$ cat src/rtl/xrv_pkg.sv
// Shared definitions for the RV32M execute front-end: funct3 codes, controller
// states and the divide-class decode helper.
package xrv_pkg;

    localparam logic [2:0] F3_MUL    = 3'b000;
    localparam logic [2:0] F3_MULH   = 3'b001;
    localparam logic [2:0] F3_MULHSU = 3'b010;
    localparam logic [2:0] F3_MULHU  = 3'b011;
    localparam logic [2:0] F3_DIV    = 3'b100;
    localparam logic [2:0] F3_DIVU   = 3'b101;
    localparam logic [2:0] F3_REM    = 3'b110;
    localparam logic [2:0] F3_REMU   = 3'b111;

    typedef enum logic [2:0] {
        ST_IDLE,
        ST_MUL,
        ST_DIV_ISSUE,
        ST_DIV_WAIT,
        ST_DRAIN,
        ST_RESP
    } state_t;

    function automatic logic is_div(input logic [2:0] funct3);
        return funct3 inside {F3_DIV, F3_DIVU, F3_REM, F3_REMU};
    endfunction

endpackage

$ cat src/rtl/xrv_mul.sv
// MUL_LAT-stage 33x33 signed multiplier with a matching valid pipeline.
// The first stage registers the operands; later stages register the product.
module xrv_mul #(
    parameter int unsigned MUL_LAT = 2
) (
    input  logic        clk,
    input  logic        rst,
    input  logic        start,
    input  logic        kill,
    input  logic [32:0] a,
    input  logic [32:0] b,
    output logic        valid,
    output logic [63:0] product
);

    logic [32:0] a_q;
    logic [32:0] b_q;
    logic        v_q;
    logic [63:0] prod;

    // Sign-extending to 64 bits keeps the low 64 bits of the signed product exact.
    assign prod = {{31{a_q[32]}}, a_q} * {{31{b_q[32]}}, b_q};

    always_ff @(posedge clk or posedge rst) begin
        if (rst) begin
            a_q <= '0;
            b_q <= '0;
            v_q <= 1'b0;
        end else begin
            v_q <= start && !kill;
            if (start) begin
                a_q <= a;
                b_q <= b;
            end
        end
    end

    generate
        if (MUL_LAT <= 1) begin : g_comb
            assign valid   = v_q;
            assign product = prod;
        end else begin : g_pipe
            logic [63:0] p_q  [MUL_LAT-1];
            logic        pv_q [MUL_LAT-1];

            always_ff @(posedge clk or posedge rst) begin
                if (rst) begin
                    for (int unsigned i = 0; i < MUL_LAT - 1; i++) begin
                        p_q[i]  <= '0;
                        pv_q[i] <= 1'b0;
                    end
                end else begin
                    p_q[0]  <= prod;
                    pv_q[0] <= v_q && !kill;
                    for (int unsigned i = 1; i < MUL_LAT - 1; i++) begin
                        p_q[i]  <= p_q[i-1];
                        pv_q[i] <= pv_q[i-1] && !kill;
                    end
                end
            end

            assign valid   = pv_q[MUL_LAT-2];
            assign product = p_q[MUL_LAT-2];
        end
    endgenerate

endmodule

$ cat src/rtl/xrv_muldiv_ctrl.sv
// RV32M execute front-end: runs multiplies locally, issues divides to xrv_div,
// resolves divide special cases and returns one result per op.
module xrv_muldiv_ctrl
    import xrv_pkg::*;
#(
    parameter int unsigned MUL_LAT = 2
) (
    input  logic        clk,
    input  logic        rst,
    input  logic        in_valid,
    output logic        in_ready,
    input  logic [2:0]  in_funct3,
    input  logic [31:0] in_rs1,
    input  logic [31:0] in_rs2,
    input  logic        flush,
    output logic        out_valid,
    input  logic        out_ready,
    output logic [31:0] out_result,
    output logic [31:0] div_dividend,
    output logic [31:0] div_divisor,
    output logic [2:0]  div_optype,
    output logic        div_valid,
    input  logic [31:0] div_result,
    input  logic        div_result_valid
);

    state_t      state;
    state_t      state_next;
    logic [2:0]  f3_q;
    logic [31:0] rs1_q;
    logic [31:0] rs2_q;

    logic        accept;
    logic        op_div;
    logic        div_zero;
    logic        div_ovf;
    logic        special;
    logic [31:0] special_result;
    logic [32:0] mul_a;
    logic [32:0] mul_b;
    logic        mul_valid;
    logic [63:0] mul_product;

    assign accept   = (state == ST_IDLE) && in_valid && !flush;
    assign op_div   = is_div(in_funct3);
    assign div_zero = (in_rs2 == '0);
    assign div_ovf  = !in_funct3[0] && (in_rs1 == 32'h8000_0000) && (in_rs2 == '1);
    assign special  = op_div && (div_zero || div_ovf);

    always_comb begin
        special_result = '0;
        if (div_zero)
            special_result = in_funct3[1] ? in_rs1 : '1;
        else if (div_ovf)
            special_result = in_funct3[1] ? '0 : 32'h8000_0000;
    end

    assign mul_a = {(in_funct3 != F3_MULHU) && in_rs1[31], in_rs1};
    assign mul_b = {!in_funct3[1] && in_rs2[31], in_rs2};

    xrv_mul #(
        .MUL_LAT (MUL_LAT)
    ) u_mul (
        .clk     (clk),
        .rst     (rst),
        .start   (accept && !op_div),
        .kill    (flush),
        .a       (mul_a),
        .b       (mul_b),
        .valid   (mul_valid),
        .product (mul_product)
    );

    always_ff @(posedge clk or posedge rst) begin
        if (rst)
            state <= ST_IDLE;
        else
            state <= state_next;
    end

    always_comb begin
        state_next = state;
        unique case (state)
            ST_IDLE: begin
                if (accept) begin
                    if (!op_div)
                        state_next = ST_MUL;
                    else if (special)
                        state_next = ST_RESP;
                    else
                        state_next = ST_DIV_ISSUE;
                end
            end
            ST_MUL: begin
                if (flush)
                    state_next = ST_IDLE;
                else if (mul_valid)
                    state_next = ST_RESP;
            end
            ST_DIV_ISSUE: begin
                state_next = flush ? ST_IDLE : ST_DIV_WAIT;
            end
            ST_DIV_WAIT: begin
                // A flush coinciding with the result has nothing left to drain.
                if (flush)
                    state_next = div_result_valid ? ST_IDLE : ST_DRAIN;
                else if (div_result_valid)
                    state_next = ST_RESP;
            end
            ST_DRAIN: begin
                if (div_result_valid)
                    state_next = ST_IDLE;
            end
            ST_RESP: begin
                if (flush || out_ready)
                    state_next = ST_IDLE;
            end
            default: state_next = ST_IDLE;
        endcase
    end

    always_comb begin
        in_ready  = 1'b0;
        out_valid = 1'b0;
        div_valid = 1'b0;
        unique case (state)
            ST_IDLE:      in_ready  = 1'b1;
            ST_DIV_ISSUE: div_valid = !flush;
            ST_RESP:      out_valid = 1'b1;
            default: ;
        endcase
    end

    always_ff @(posedge clk or posedge rst) begin
        if (rst) begin
            f3_q       <= '0;
            rs1_q      <= '0;
            rs2_q      <= '0;
            out_result <= '0;
        end else begin
            if (accept) begin
                f3_q  <= in_funct3;
                rs1_q <= in_rs1;
                rs2_q <= in_rs2;
                if (special)
                    out_result <= special_result;
            end
            if (state == ST_MUL && mul_valid && !flush)
                out_result <= (f3_q == F3_MUL) ? mul_product[31:0] : mul_product[63:32];
            // Divider remainder sign is sign(a)^sign(b); flip it back to follow the dividend.
            if (state == ST_DIV_WAIT && div_result_valid && !flush)
                out_result <= (f3_q == F3_REM && rs2_q[31]) ? -div_result : div_result;
        end
    end

    assign div_dividend = rs1_q;
    assign div_divisor  = rs2_q;
    assign div_optype   = f3_q;

endmodule

$ cat config.mk
export PLATFORM = sky130hd
export DESIGN_NAME = xrv_muldiv_ctrl
export DESIGN_NICKNAME = d
export VERILOG_FILES = /design/src/rtl/xrv_pkg.sv /design/src/rtl/xrv_mul.sv /design/src/rtl/xrv_muldiv_ctrl.sv
export SDC_FILE = /design/constraint.sdc
export NUM_CORES = 2
export LEC_CHECK = 0
export CAP_MARGIN = 20
export CORE_ASPECT_RATIO = 1.25
export CORE_MARGIN = 4
export CORE_UTILIZATION = 50
export CTS_CLUSTER_SIZE = 20
export DETAILED_ROUTE_END_ITERATION = 6
export PLACE_DENSITY = 0.75
export SLEW_MARGIN = 20
export SYNTH_ARGS = -nofsm -noshare
export SYNTH_HDL_FRONTEND = slang
export SYNTH_SLANG_ARGS = --single-unit
$ cat constraint.sdc
create_clock -name clk -period 19.2 [get_ports clk]
set_input_delay 1.92 -clock clk [delete_from_list [all_inputs] [get_ports clk]]
set_output_delay 1.92 -clock clk [all_outputs]
set_load 0.01 [all_outputs]
Word level (Yosys, flattened, before mapping)
Index checks and enable logic that the tools add are counted.
Widths: inputs -> output; s select.

storage, ports and cells
  flip-flop bits (word level) = 234
  bits in latches = 0
  RAM bits = 0
  memory bits (read-only) = 0
  input bits = 105
  output and inout bits = 102
  logic and storage cells = 84
  memories = 0

operators by class
  $add $sub $neg = 1
  multiply operators = 1
  divide/modulo/power cells = 0
  magnitude comparators = 0
  equal/unequal tests = 18
  shift operators = 0
  muxes and demuxes = 25
  bitwise gates (word level) = 0
  reduce and logical (&&, ||, !) cells = 29

operators by type and width
  operator              count
  $mux 32               10
  $eq 32x32->1 const B  2
  $mul 33x33->64        1
  $logic_not 32->1      1
  $neg 32->32           1
  $mux 3                10
  $eq 3x3->1 const B    7
  $pmux 3 s6            1
  $logic_and 1x1->1     15
  $eq 3x2->1 const B    2
  $logic_not 3->1       2
  $ne 2x2->1 const B    3
  $ne 3x2->1 const B    2
  $reduce_bool 3->1     2
  $reduce_and 5->1      1
  $logic_not 1->1       4
  $reduce_bool 4->1     1
  $eq 3x1->1 const B    1
  $mux 1                3
  $ne 3x3->1 const B    1
  $logic_or 1x1->1      2
  $mux 2                1
  $reduce_and 2->1      1

Logic depth before layout (Yosys ltp)
  depth in word-level cells = 9
  depth in mapped cells = 28

By module
A second synthesis with hierarchy kept.

unflattened totals
  cell total of the unflattened synthesis = 4,933
  area, all modules = 48,601.6 sq um

modules (own cells, without submodules)
  module           times used  cells an instance  area each (sq um)  sequential area each (sq um)
  xrv_mul          1           4,346              42,447.0           3,303.2
  xrv_muldiv_ctrl  1           587                6,154.7            2,552.4

Least setup slack after synthesis
OpenSTA, ideal clock, no wires.

  path kind = register to register
  from = reg u_mul.b_q[3]
  to = reg u_mul.g_pipe.p_q, in the netlist u_mul.product[60]
  setup time = 0.141 ns
  arrival = 7.436 ns
  data required time = 19.059 ns
  setup slack = 11.623 ns
  stages on the path, launching flop included = 28
  path buffers = 3
  clock period less this slack = 7.577 ns
  cells stage by stage = dfrtp_1 -> clkbuf_1 -> clkbuf_1 -> nand2_1 -> inv_1 -> fa_1 -> fa_1 -> fa_1 -> fa_1 -> inv_1 -> fa_1 -> inv_1 -> fa_1 -> fa_1 -> inv_1 -> fa_1 -> inv_1 -> ha_1 -> clkbuf_1 -> a21o_1 -> a21o_1 -> a21o_1 -> a21o_1 -> a21o_1 -> a21o_1 -> a21oi_1 -> o41ai_1 -> xor2_1

on the way
  cells in the longest elaborated chain, start to end = 1

ends and longest elaborated chain
  item                            RTL line       RTL
  start: declaration              xrv_mul.sv:17  logic [32:0] b_q;
  start signal: assignment        xrv_mul.sv:27  b_q <= '0;
  start signal: assignment        xrv_mul.sv:33  b_q <= b;
  $mul 33x33->64                  xrv_mul.sv:22  assign prod = {{31{a_q[32]}}, a_q} * {{31{b_q[32]}}, b_q};
  via u_mul.prod[60]              xrv_mul.sv:19  logic [63:0] prod;
  end signal: indexed assignment  xrv_mul.sv:56  p_q[i] <= p_q[i-1];
  end: declaration                xrv_mul.sv:43  logic [63:0] p_q [MUL_LAT-1];

The timed path passes the listed nets, and every way through them passes these cells.
A chain may end at the register's enable or synchronous reset.

Worst setup path in the final report
  from = reg u_mul.a_q[16]
  to = reg u_mul.g_pipe.p_q, in the netlist u_mul.product[62]

on the way
  cells in the longest elaborated chain, start to end = 1

ends and longest elaborated chain
  item                      RTL line       RTL
  start: declaration        xrv_mul.sv:16  logic [32:0] a_q;
  start signal: assignment  xrv_mul.sv:26  a_q <= '0;
  start signal: assignment  xrv_mul.sv:32  a_q <= a;
  $mul 33x33->64            xrv_mul.sv:22
  via u_mul.prod[62]        xrv_mul.sv:19

The timed path passes the listed nets, and every way through them passes these cells.

==> impl_metrics.env <==
export IMPL_min_path_type="reg -> reg"
export IMPL_crit_start="u_mul.a_q[16]"
export IMPL_min_from="u_mul.v_q"
export IMPL_vias_per_cell=5.54
export IMPL_htreeDepth=1
export IMPL_start_util_pct=50.7
export IMPL_grt_first_pass_wirelength_um=214000
export IMPL_place_gp_congestion=0.947
export IMPL_portBuffers=206
export IMPL_grt_max_degree=109
export IMPL_crit_arrival_ps=8990
export IMPL_seq_area_frac_synth_pct=12.2
export IMPL_drv_slew=0
export IMPL_end_kind="flop"
export IMPL_maxCapViolCount=0
export IMPL_dp_hpwl_um=106000
export IMPL_final_nets=6433
export IMPL_synth_fp_nets=6402
export IMPL_num_rows=126
export IMPL_min_period_ps=8530
export IMPL_synth_cell_types=65
export IMPL_synth_cells=4959
export IMPL_fin_skew_ps=24.5
export IMPL_area_delta_synth_final_pct=8.38
export IMPL_yosysTopAreaCell="fa_1"
export IMPL_finalSetupViolations=0
export IMPL_drive_above_1_share_pct=5.37
export IMPL_postCtsSetupBuffers=0
export IMPL_worstReg2RegStart="u_mul.a_q[16]"
export IMPL_yosys_top_cells_count="fa_1 (1125), inv_1 (1125), nand2_1 (609), and2_1 (537), clkbuf_1 (264)"
export IMPL_clk_pin_slew_ps=70
export IMPL_criticalPathCategory="reg -> reg"
export IMPL_hold_viol=0
export IMPL_yosysTopAreaCellShare_pct=46.8
export IMPL_numCtsBuffers=24
export IMPL_cts_tree="yes"
export IMPL_rsz0062_at_grt="false"
export IMPL_dr_total_vias=34827
export IMPL_final_setup_tns_ps=0
export IMPL_totalWireLength_um=133000
export IMPL_antenna_found_initial=8
export IMPL_post_drt_wl_per_cell_um=21.2
export IMPL_cts_max_path_buffers=3
export IMPL_drcViolationCount=0
export IMPL_die_h_um=355
export IMPL_coreArea_sq_um=94900
export IMPL_clockRootBuffer="clkbuf_16"
export IMPL_synth_avg_cell_area_sq_um=9.70
export IMPL_dr_first_iter_drc_count=2548
export IMPL_ys_flop_type="dfrtp_1"
export IMPL_die_w_um=285
export IMPL_ys_ff_latch=234
export IMPL_cts_resized=0
export IMPL_die_area_sq_um=101000
export IMPL_synth_area_leaders="fa_1 (47%), dfrtp_1 (12%), inv_1 (8.8%)"
export IMPL_status="finished, final reports clean"
export IMPL_fmax_ghz=0.117
export IMPL_async_flop_share_pct=100
export IMPL_first_pass_iters=5
export IMPL_ios=207
export IMPL_finalCritPeriodShare_pct=44.5
export IMPL_grt_pass1_vias=38639
export IMPL_cts_sinks=234
export IMPL_tightest_slew_ps=1080
export IMPL_crit_required_ps=19650
export IMPL_yosys_warnings=0
export IMPL_relSlewSlack_pct=27.8
export IMPL_synth_edf_count=0
export IMPL_gr_total_overflow=0
export IMPL_crit_path_start_kind="flop"
export IMPL_grt_use_total_pct=27.0
export IMPL_synthesis_area_sq_um=48100
export IMPL_drtAntennaViolNets=0
export IMPL_holdBufCountCts=0
export IMPL_cp_max_fo=25
export IMPL_clkLatencyLatePin_ps=550
==> flip-flops by register name, indices dropped and copies added (netlist names) <==
register / flops
state: 3
u_mul.valid: 1
div_divisor: 32
u_mul.v_q: 1
u_mul.product: 64
u_mul.a_q: 33
out_result: 32
div_dividend: 32
u_mul.b_q: 33
div_optype: 3
==> layer usage <==
| layer | up-vias | GRT usage [%] | wire (um) |
|---|---|---|---|
| met5 | - | 0 | 0 |
| met4 | 0 | 11.4 | 6700 |
| met3 | 425 | 3.82 | 9300 |
| met2 | 1417 | 48.2 | 69500 |
| met1 | 18330 | 33.0 | 47900 |
| li1 | 14655 | - | - |
==> path summary, 6_finish.rpt <==
| check | end | slack, ps | cells past startpoint |
|---|---|---|---|
| max in group asynchronous | u_mul.a_q[27] | 15780 | 3 |
| setup reg to reg | u_mul.product[62] | 10670 | 25 |
| setup / recovery | u_mul.product[62] | 10670 | 25 |
| min in group asynchronous | out_result[22] | 1940 | 2 |
| hold / removal | u_mul.valid | 470 | 1 |
| hold reg to reg | u_mul.valid | 470 | 1 |
==> kinds of logic (layout without fill, tap and decap cells) <==
family	after synthesis	in the layout	synth area share, %
DFF	234	234	12.2
adders and majority gates	1338	1338	52.4
xor gates and xnor gates	110	110	2.00
buffers and inverters	1396	1445	10.9
muxes	160	160	3.66
AOI/OAI and AO/OA	337	337	4.40
and+or+nand+nor	1384	1384	14.5
other	0	2	0
==> critical path, stage by stage, from the launching register on <==
cell and delay [ps]:
dfrtp_1 690, buf_4 450, nand2_1 140, fa_1 480
fa_1 520, inv_1 50, fa_1 470, inv_1 60
fa_1 500, fa_1 530, inv_1 60, fa_1 440
fa_1 520, inv_1 50, fa_1 510, inv_1 50
ha_1 410, nand3_1 190, nor3_1 210, o21ai_0 150
o211ai_1 440, nand3_1 230, a2111oi_2 560, o211ai_1 210
a211o_1 290, a211oi_1 210
==> through the flow <==
stage	area (sq um)	utilization (%)	std cells	hold WS [ps]	worst slack (ps)
6_report	52100	54.9	6290	468	10670
5_1_grt	52100	54.9	6288	494	10130
4_1_cts	52100	54.9	6288	467	10420
3_5_place_dp	51300	54.1	6244	454	10460
3_3_place_gp	51300	54.1	6244	447	10600
2_1_floorplan	48100	-	4959	439	10860
==> cell type report <==
cell class | instances | area, sq um
Antenna cell | 2 | 5.00
Clock buffer | 32 | 671
Clock inverter | 12 | 130
Fill cell | 8295 | 42800
Inverter | 1125 | 4230
Multi-Input combinational cell | 3329 | 37000
Sequential cell | 234 | 5870
Tap cell | 1280 | 1600
Timing Repair Buffer | 276 | 2590
==> cell usage in the layout (no fill, tap or decap), types with 33 or more instances in the layout <==
cell type        netlist  final
and2_1               537    537
inv_1               1125   1124
o21ai_0              103    103
fa_1                1125   1124
clkdlybuf4s50_1        0    206
xnor2_1               73     73
a21oi_1               83     83
dfrtp_1              234    219
mux2_2               127    127
xor2_1                37     37
mux2i_1               33     33
a21o_1                36     36
nand2_1              609    609
nor2_1                72     71
ha_1                 213    213
buf_4                  0     70
Power is not shown: default switching activity piles up to over one toggle a cycle in this logic, so the estimate is an artifact.
==> edit: new RTL, same flow settings <==
Make the reset (`rst`) synchronous in 4 clocked blocks.
--- a/src/rtl/xrv_mul.sv
+++ b/src/rtl/xrv_mul.sv
@@ -21,7 +21,7 @@
     // Sign-extending to 64 bits keeps the low 64 bits of the signed product exact.
     assign prod = {{31{a_q[32]}}, a_q} * {{31{b_q[32]}}, b_q};
 
-    always_ff @(posedge clk or posedge rst) begin
+    always_ff @(posedge clk) begin
         if (rst) begin
             a_q <= '0;
             b_q <= '0;
@@ -43,7 +43,7 @@
             logic [63:0] p_q  [MUL_LAT-1];
             logic        pv_q [MUL_LAT-1];
 
-            always_ff @(posedge clk or posedge rst) begin
+            always_ff @(posedge clk) begin
                 if (rst) begin
                     for (int unsigned i = 0; i < MUL_LAT - 1; i++) begin
                         p_q[i]  <= '0;
--- a/src/rtl/xrv_muldiv_ctrl.sv
+++ b/src/rtl/xrv_muldiv_ctrl.sv
@@ -71,7 +71,7 @@
         .product (mul_product)
     );
 
-    always_ff @(posedge clk or posedge rst) begin
+    always_ff @(posedge clk) begin
         if (rst)
             state <= ST_IDLE;
         else
@@ -131,7 +131,7 @@
         endcase
     end
 
-    always_ff @(posedge clk or posedge rst) begin
+    always_ff @(posedge clk) begin
         if (rst) begin
             f3_q       <= '0;
             rs1_q      <= '0;
Behaviour: not the same (a bounded check fails within 4 cycles, from zero or initial values and one cycle with rst high; the reset may be asserted at any time).
==> edit against the original RTL <==
- wire length rose by 2.7%
- non-clock buffer count rose by 3
- setup slack got worse by 190 ps
- final cell count rose by 3.4%
- final area fell by 0.97%
- area after synthesis fell by 0.88%
- clock skew rose by 7.6 ps
- sequential cell count did not move
- synthesized cell count rose by 6.2%
Power is left out: it rests on default switching activity, and per cell area and clock period it moved more than threefold.
==> edit: results (changes against the original RTL) <==
<table>
<tr><th>Metric</th><th>Value</th></tr>
<tr><th colspan="2">Global route</th></tr>
<tr><td>Met2 usage</td><td>50.44% (+2.3 points)</td></tr>
<tr><td>Maximum number of pins on one net before global-route repair</td><td>104 (-4.6%)</td></tr>
<tr><td>Initial antenna violation count</td><td>4 (-4)</td></tr>
<tr><td>Met1 Use GR</td><td>32.62% (-0.35 points)</td></tr>
<tr><th colspan="2">Cells and area</th></tr>
<tr><td>Layout cell share with drive strength beyond 1</td><td>2.931% (-2.4 points)</td></tr>
<tr><td>Inverters, non-clock</td><td>1130 (+0.44%)</td></tr>
<tr><td>Final clock-cell share</td><td>1.745% (+0.21 points)</td></tr>
<tr><td>Count of antenna diodes in the layout</td><td>0 (-2)</td></tr>
<tr><td>Sequential cell count of the final layout</td><td>234 (unchanged)</td></tr>
<tr><td>Flip-flop and latch share of the layout cell area</td><td>9.115% (-2.2 points)</td></tr>
<tr><td>Fillers</td><td>8393 (+1.2%)</td></tr>
<tr><th colspan="2">Routing</th></tr>
<tr><td>DR iter-0 viols</td><td>2444 (-4.1%)</td></tr>
<tr><td>Vias</td><td>36600 (+5.1%)</td></tr>
<tr><td>Routed wire length per instance</td><td>21.07 µm (-0.65%)</td></tr>
<tr><th colspan="2">Synth</th></tr>
<tr><td>Post-synthesis adder-cell area fraction</td><td>52.84% (+0.46 points)</td></tr>
<tr><td>Number of distinct library cells after synthesis</td><td>75 (+15%)</td></tr>
<tr><td>Area share of xor/xnor cells in the synthesized design</td><td>1.690% (-0.31 points)</td></tr>
<tr><td>Proportion of register bits with asynchronous set or reset after synthesis</td><td>0% (-100 points)</td></tr>
<tr><td>Number of cells produced by synthesis</td><td>5264 (+6.2%)</td></tr>
<tr><td>Leading post-synthesis cells by cell area</td><td>fa_1 (47%), dfxtp_1 (9.8%), inv_1 (8.9%)</td></tr>
<tr><td>Share of the synthesized area in the top cell type</td><td>47.25% (+0.41 points)</td></tr>
<tr><td>Top cell types by occurrence after synthesis</td><td>inv_1 (1130), fa_1 (1125), nand2_1 (765)</td></tr>
<tr><td>Prevailing post-synth register cell</td><td>dfxtp_1</td></tr>
<tr><th colspan="2">Setup path</th></tr>
<tr><td>Minimum setup slack among reg-to-reg paths</td><td>10470 ps (-190 ps)</td></tr>
<tr><th colspan="2">STA</th></tr>
<tr><td>Slew margin rel.</td><td>25.07% (-2.7 points)</td></tr>
<tr><td>Worst hold margin</td><td>451.1 ps (-16.87 ps)</td></tr>
<tr><td>Shortest clock period the worst path allows after layout</td><td>8726 ps (+191.5 ps)</td></tr>
<tr><th colspan="2">Placed design</th></tr>
<tr><td>Half-perimeter wire length after placement</td><td>109.3 mm (+3.4%)</td></tr>
<tr><th colspan="2">Outcome</th></tr>
<tr><td>Status</td><td>finished clean</td></tr>
</table>
edit: per-stage QoR:
step	setup slack [ps]	util (%)	instance area, µm²
after detailed placement	10540	53.61	50710
after global placement	10750	53.61	50710
after global routing	10090	54.57	51610
final	10470	54.57	51610
after floorplan	11600	-	47670
after CTS	10560	54.56	51610
edit: routing by layer:
metal | wire length (µm) | share of wire [%] | vias to the layer above
li1 | - | - | 15630
met2 | 71040 | 52 | 1614
met4 | 8794 | 6.4 | 0
met1 | 48440 | 35 | 18850
met5 | 0 | 0 | -
met3 | 8770 | 6.4 | 500
edit: path summary, 6_finish.rpt:
kind	startpoint	end	cells past startpoint
hold / removal	out_result[10]	out_result[10]	2
hold reg to reg	out_result[10]	out_result[10]	2
setup / recovery	u_mul.b_q[6]	u_mul.g_pipe.p_q[0][54]	27
setup reg to reg	u_mul.b_q[6]	u_mul.g_pipe.p_q[0][54]	27
